==> src/rtl/count_seek_ctrl.sv <==
`default_nettype none
// ============================================================================
// Module   : count_seek_ctrl
// Desc     : Steps a loadable counter toward a target using the L/EQ/G result
//            of an external combinational magnitude comparator, then raises
//            done for DONE_HOLD cycles. Optional watchdog: COUNT_SEEK_TIMEOUT_EN.
// Revision : 1.0  initial release
// ============================================================================
module count_seek_ctrl #(
    parameter int WIDTH     = 4,
    parameter int DONE_HOLD = 1
) (
    input  logic             clk,
    input  logic             rst,
    input  logic             start,
    input  logic [WIDTH-1:0] init_val,
    input  logic [WIDTH-1:0] target_val,
    input  logic             cmp_L,
    input  logic             cmp_EQ,
    input  logic             cmp_G,
    output logic [WIDTH-1:0] count,
    output logic [WIDTH-1:0] target,
    output logic             seed_great,
    output logic             seed_equal,
    output logic             seed_less,
    output logic             busy,
    output logic             done,
    output logic             err,
    output logic             timeout
);

    localparam int HOLD_W = $clog2(DONE_HOLD + 1);

    typedef enum logic [1:0] {
        S_IDLE = 2'd0,
        S_RUN  = 2'd1,
        S_DONE = 2'd2
    } state_t;

    state_t             state_q;
    logic [WIDTH-1:0]   count_q;
    logic [WIDTH-1:0]   target_q;
    logic [HOLD_W-1:0]  hold_q;
    logic               busy_q;
    logic               done_q;
    logic               err_q;
    logic               cmp_valid_d;
    logic               wd_expire_d;

    // The comparator result is trusted only when it is strictly one-hot.
    assign cmp_valid_d = ( cmp_L & ~cmp_EQ & ~cmp_G) |
                         (~cmp_L &  cmp_EQ & ~cmp_G) |
                         (~cmp_L & ~cmp_EQ &  cmp_G);

`ifdef COUNT_SEEK_TIMEOUT_EN
    localparam logic [WIDTH:0] WD_LIMIT = (WIDTH+1)'((1 << WIDTH) + 1);
    logic [WIDTH:0] wd_q;
    logic [WIDTH:0] wd_d;
    logic           timeout_q;

    assign wd_d        = wd_q + 1'b1;
    assign wd_expire_d = (wd_d == WD_LIMIT);
    assign timeout     = timeout_q;
`else
    assign wd_expire_d = 1'b0;
    assign timeout     = 1'b0;
`endif

    always_ff @(posedge clk) begin
        if (rst) begin
            state_q   <= S_IDLE;
            count_q   <= '0;
            target_q  <= '0;
            hold_q    <= '0;
            busy_q    <= 1'b0;
            done_q    <= 1'b0;
            err_q     <= 1'b0;
`ifdef COUNT_SEEK_TIMEOUT_EN
            wd_q      <= '0;
            timeout_q <= 1'b0;
`endif
        end else begin
            case (state_q)
                S_IDLE: begin
                    if (start) begin
                        count_q  <= init_val;
                        target_q <= target_val;
                        err_q    <= 1'b0;
                        busy_q   <= 1'b1;
                        state_q  <= S_RUN;
`ifdef COUNT_SEEK_TIMEOUT_EN
                        wd_q      <= '0;
                        timeout_q <= 1'b0;
`endif
                    end
                end
                S_RUN: begin
`ifdef COUNT_SEEK_TIMEOUT_EN
                    wd_q <= wd_d;
`endif
                    if (!cmp_valid_d) begin
                        err_q   <= 1'b1;
                        busy_q  <= 1'b0;
                        state_q <= S_IDLE;
                    end else if (cmp_EQ) begin
                        hold_q  <= HOLD_W'(DONE_HOLD);
                        done_q  <= 1'b1;
                        state_q <= S_DONE;
                    end else if (wd_expire_d) begin
                        busy_q  <= 1'b0;
                        state_q <= S_IDLE;
`ifdef COUNT_SEEK_TIMEOUT_EN
                        timeout_q <= 1'b1;
`endif
                    end else if (cmp_L) begin
                        count_q <= count_q + 1'b1;
                    end else begin
                        count_q <= count_q - 1'b1;
                    end
                end
                S_DONE: begin
                    hold_q <= hold_q - 1'b1;
                    if (hold_q == HOLD_W'(1)) begin
                        done_q  <= 1'b0;
                        busy_q  <= 1'b0;
                        state_q <= S_IDLE;
                    end
                end
                default: begin
                    state_q <= S_IDLE;
                end
            endcase
        end
    end

    assign count      = count_q;
    assign target     = target_q;
    assign busy       = busy_q;
    assign done       = done_q;
    assign err        = err_q;
    assign seed_great = 1'b0;
    assign seed_equal = 1'b1;
    assign seed_less  = 1'b0;

endmodule
`default_nettype wire

==> config.mk <==
export PLATFORM = sky130hd
export DESIGN_NAME = count_seek_ctrl
export DESIGN_NICKNAME = d
export VERILOG_FILES = /design/src/rtl/count_seek_ctrl.sv
export SDC_FILE = /design/constraint.sdc
export NUM_CORES = 1
export LEC_CHECK = 0
export CAP_MARGIN = 5
export CORE_MARGIN = 4
export CORE_UTILIZATION = 39
export DETAILED_ROUTE_END_ITERATION = 8
export PLACE_DENSITY = 0.69
export SYNTH_ARGS = -nofsm -noshare
export SYNTH_HDL_FRONTEND = slang
export SYNTH_SLANG_ARGS = --single-unit
==> constraint.sdc <==
create_clock -name clk -period 4.05 [get_ports clk]
set_input_delay 0.405 -clock clk [delete_from_list [all_inputs] [get_ports clk]]
set_output_delay 0.405 -clock clk [all_outputs]
set_load 0.02 [all_outputs]
==> impl_metrics.toml, run 1 <==
[logic_synthesis]
yosysSeqAreaShare = 0.3085
synth.area.top_cells = "dfxtp_1, ha_1, a21oi_1"
yosysTopAreaCell = "dfxtp_1"
yosys_warnings = 0
yosys_register_bits = 14
async_flop_share = 0
postSynthAreaPerCell_sq_um = 8.906
synth-main-ff-cell = "dfxtp_1"
yosysTopAreaCellShare = 0.3085
synth-edff-count = 0
synth_area_sq_um = 908.4
synth_cell_types = 34
postSynthCellCount = 102

[clock_network]
clock-root-buffer = "clkbuf_4"
post_cts_buffers = 0
htreeDepth = 1
post_cts_resize_count = 0
cts_tree = "yes"
clk_pin_slew_ns = 0.10
cts_buffers = 3
clock_path_buffers = 2
holdBufCountCts = 0
clock_latency_ns = 0.29
cts_sinks = 14

[grt]
use_met2 = 0.2371
grt_pass1_vias = 779
grtUsageMet3 = 0.04138
grtUsageTotal = 0.1326
gr-total-overflow = 0
use_met1 = 0.1530
grt_antenna_before_repair = 0
grt_start_max_net_pins = 17
grt_pass1_wl_um = 3422
top_usage_layer = "met2"

[critical_path]
crit_path_max_fanout = 16
worst_ep_arrival_time_ns = 2.22
crit_chain = "inv_1, ha_1, nand2b_4, o32ai_4, a21oi_1, a311oi_1"
start_kind = "register"
reg2reg_from = "state_q[1]"
criticalPathCategory = "reg2reg"
r2r-end = "count[0]"
ff2ff_setup_slack_ns = 2.03
slowest_stage = "ha_1"
cp_slowest_stage_delay_ns = 0.59
r2r_cells = 6
critPathRequiredTime_ns = 4.24
worstSetupEndpointType = "register"

[timing]
fin_crit_sh = 0.4994
hold_viol_final = 0
tns_ns = 0
setup_violations = 0
hold_slack_ns = 0.4593
rsz0062_at_grt = "false"
finalCriticalPeriod_ns = 2.023
fmax_mhz = 494.4
fin_skew_ns = 0.004998
slew_headroom = 0.5576
tightest_slew_ns = 0.6636
setup_slack_ns = 2.027
maxSlewViolCount = 0

[placement]
hpwl_um = 1446
port_buffers = 24
dp_cells = 149
gp_congestion = 0.7202
pre_cts_slack_ns = 1.755

[finish]
diodes = 0
layout_common_cells = "clkdlybuf4s50_1, dfxtp_1, a21oi_1"
layout-drive-gt1-share = 0.08000
fin_nets = 148
fin_cells = 153
final_common_cell = "clkdlybuf4s50_1"
area_delta_synth_final_pct = 29.06

[pwr]
p_per_area_mw_per_mm2 = 450.0
power.leakage_uw = 0.0004744
total_power_uw = 527.6
irDropWorstVdd_uv = 258.4

[drt]
first_iter_violations = 5
drtPass1Iterations = 4
drc = 0
drt-total-wl_um = 1903
ant_nets = 0
routedWlPerCell_um = 12.44
via_per_inst = 4.987
dr_total_vias = 763

[worst_hold_path]
min_to = "target[2]"
min_path_cells = 2
hold_path_startpoint = "target[2]"
hold_path_class = "reg2reg"

[die]
num_rows = 17
dieWidth_um = 56.26
fp.dieH_um = 56.26
coreArea_sq_mm = 0.002212
io_pins = 29
start_util = 0.4106
die_area_sq_mm = 0.003165

[status]
outcome = "finished, final reports clean"

[job]
maxCapViolCount = 0
-- final cells by class --
type / count / area (sq um)
fillers: 223 / 1040
clock buffers: 4 / 36.28
multi-input cells: 77 / 558.0
flip-flops and latches: 14 / 280.3
well taps: 28 / 35.03
repair buffers: 24 / 240.2
inverters: 6 / 22.52
-- worst max-delay path, delay by kind of cell (launching register included) --
kind	cells	cell delay (ns)
adders and majority gates	1	0.59
AOI/OAI and AO/OA	3	0.77
DFF	1	0.35
buffers and inverters	1	0.10
and+or+nand+nor	1	0.11
-- stage by stage --
stage / instance area, sq um / utilization
after global routing: 1172 / 0.5300
final: 1172 / 0.5300
after detailed placement: 1136 / 0.5136
after CTS: 1172 / 0.5300
after global placement: 1136 / 0.5136
after floorplan: 915.9 / -
-- per-layer routing --
metal  wire length [um]  vias to the layer above
met5                  0                        -
met4                 11                        0
met3                 88                        2
met2                955                       14
met1                847                      358
li1                   -                      389
-- cell usage after synthesis, types with 3 or more instances --
| cell | instances |
|---|---|
| ha_1 | 7 |
| buf_4 | 5 |
| mux2i_1 | 5 |
| dfxtp_1 | 14 |
| inv_1 | 6 |
| nand2_1 | 7 |
| o21ai_0 | 4 |
| xnor2_1 | 3 |
| a21oi_1 | 12 |
| nor2b_1 | 3 |
| nand3_1 | 4 |
| nor2_1 | 7 |
-- how the worst max path moves through the flow --
stage | start | end | slack (ns) | cells past startpoint
after global routing | state_q[1] | count[0] | 1.82 | 6
after global placement | cmp_L | count[3] | 1.81 | 7
after CTS | state_q[1] | count[0] | 1.99 | 6
after detailed placement | cmp_L | count[3] | 1.75 | 7
after floorplan | state_q[0] | count[3] | 2.38 | 6
final | state_q[1] | count[0] | 2.03 | 6
-- power breakdown --
part | internal (uW) | switching [uW]
Sequential | 162 | 21.4
Combinational | 115 | 124
Clock | 54.7 | 50.8
-- logic make-up after synthesis --
logic type / share of synthesized area
compound gates: 0.1887
simple gates: 0.1667
fa+ha+maj: 0.1185
mux: 0.06749
other cells: 0.008268
buf+inv: 0.08539
xor+xnor: 0.05649
flops: 0.3085
-- sequential cells by signal, indices dropped and copies added (netlist names) --
register / flops
busy: 1
count: 4
done: 1
err: 1
hold_q: 1
state_q: 2
target: 4
Note: power is estimated with default switching activity, not from simulation.
==> inputs of run 2 (changes only) <==
clock period = 1.9 ns   (was 4.05 ns; I/O delays follow)
==> run 2 against run 1 <==
Net effect: sequential cell count stayed put; clock skew grew 0.0050 ns; maximum frequency up 15%; sequential power up 110%; hold slack lost 0.0067 ns; critical path depth is the same; design area increased by 3.9%; non-clock buffer count up 8; largest power group unchanged.
==> impl_metrics.toml, run 2 (synthesis gave the netlist of run 1 again) <==
[drt]
drt-total-wl_um = 1868
drc = 0
first_iter_violations = 8
routedWlPerCell_um = 11.68
ant_nets = 0
via_per_inst = 4.906
drtPass1Iterations = 4
dr_total_vias = 785

[critical_path]
cpLargestDelayFamily = "compound AO/OA/AOI/OAI gates"
r2r-end = "count[0]"
r2r_cells = 6
criticalPathCategory = "reg2reg"
worst_ep_arrival_time_ns = 1.95
crit_chain = "inv_1, ha_1, nor2b_1, o32ai_4, a21oi_1, a311oi_1"
crit_path_max_fanout = 7
start_kind = "register"
worstSetupEndpointType = "register"
cp_slowest_stage_delay_ns = 0.39
reg2reg_from = "state_q[0]"
critPathRequiredTime_ns = 2.08
ff2ff_setup_slack_ns = 0.14
slowest_stage = "dfxtp_1"
worst-path-buf-inv = 1

[worst_hold_path]
hold_path_startpoint = "target[1]"
min_path_cells = 2
min_to = "target[1]"
hold_path_class = "reg2reg"

[clock_network]
cts_buffers = 3
clock_path_buffers = 2
cts_tree = "yes"
clk_pin_slew_ns = 0.08
post_cts_resize_count = 0
htreeDepth = 1
clock_latency_ns = 0.28
cts_sinks = 14
post_cts_buffers = 0
clock-root-buffer = "clkbuf_4"
holdBufCountCts = 0

[placement]
port_buffers = 24
hpwl_um = 1505
gp_congestion = 0.7798
placed_area_sq_mm = 0.001196

[timing]
maxSlewViolCount = 0
fin_crit_sh = 0.9278
setup_violations = 0
tns_ns = 0
fin_skew_ns = 0.009959
hold_viol_final = 0
fmax_mhz = 567.3
rsz0062_at_grt = "false"
finalCriticalPeriod_ns = 1.763

[job]
maxCapViolCount = 0

[die]
dieWidth_um = 56.26
start_util = 0.4106
io_pins = 29
coreArea_sq_mm = 0.002212
die_area_sq_mm = 0.003165
fp.dieH_um = 56.26
num_rows = 17

[finish]
layout_common_cells = "clkdlybuf4s50_1, dfxtp_1, a21oi_1"
layout-drive-gt1-share = 0.1288
area_delta_synth_final_pct = 34.16
final_common_cell = "clkdlybuf4s50_1"
fin_nets = 156
design_area_sq_mm = 0.001219
diodes = 0

[pwr]
total_power_uw = 1097
p_per_area_mw_per_mm2 = 899.9
power.leakage_uw = 0.0005060
irDropWorstVdd_uv = 450.8

[grt]
grt_start_max_net_pins = 11
gr-total-overflow = 0
top_usage_layer = "met2"
use_met2 = 0.2170
grt_pass1_vias = 734
grtUsageMet3 = 0.04368
grtUsageTotal = 0.1276
grt_antenna_before_repair = 0
use_met1 = 0.1411
grt_pass1_wl_um = 3187

[status]
outcome = "finished, final reports clean"
[run 2: cell types whose count changed in the layout (fill, tap and decap cells not counted), sizes merged]
| cell | before | now |
|---|---|---|
| buf | 0 | 8 |
| clkbuf | 4 | 3 |
[run 2: layout make-up]
cell class                      count  area [sq um]
Tap cell                           28         35.03
Timing Repair Buffer               32         300.3
Multi-Input combinational cell     77         558.0
Fill cell                         216         993.5
Clock buffer                        3         22.52
Inverter                            6         22.52
Sequential cell                    14         280.3
[run 2: routing by layer]
layer	vias up	share of wire
li1	407	-
met1	359	0.44
met2	14	0.49
met3	5	0.050
met4	0	0.018
met5	-	0
[run 2: worst max-delay path by stage]
| stage | start | end | slack, ns | depth (start not counted) |
|---|---|---|---|---|
| CTS | state_q[0] | count[0] | 0.06 | 6 |
| finish | state_q[0] | count[0] | 0.14 | 6 |
| global route | state_q[0] | count[0] | 0.02 | 6 |
| global placement | cmp_L | busy | 0.07 | 6 |
| floorplan | state_q[0] | count[3] | 0.23 | 6 |
| detailed placement | cmp_L | busy | 0.06 | 6 |
[run 2: stage by stage]
stage / instances / util / setup WS (ns) / hold WS, ns
3_5_place_dp: 157 / 0.5407 / 0.05770 / 0.4447
5_1_grt: 160 / 0.5509 / 0.02253 / 0.4718
2_1_floorplan: 104 / - / 0.2266 / 0.2621
4_1_cts: 160 / 0.5509 / 0.06049 / 0.4551
3_3_place_gp: 157 / 0.5407 / 0.07085 / 0.4405
6_report: 160 / 0.5509 / 0.1372 / 0.4526
[run 2: where the power goes]
part,internal [uW],switching [uW],total [uW]
combinational,277,269,546
clock,73.5,89.1,163
sequential,345,43.4,388
total,695,402,1100
[run 2: worst register-to-register path: cells and delay by family, from the launching register on]
kind | cells | cell delay [ns]
compound gates | 3 | 0.76
flops | 1 | 0.39
fa+ha+maj | 1 | 0.24
simple gates | 1 | 0.19
buf+inv | 1 | 0.10
==> inputs of run 3 (changes only) <==
TNS_END_PERCENT = 1   (was default)
==> results of run 3 <==
Final layout, timing and power as in run 2 (identical DEF).
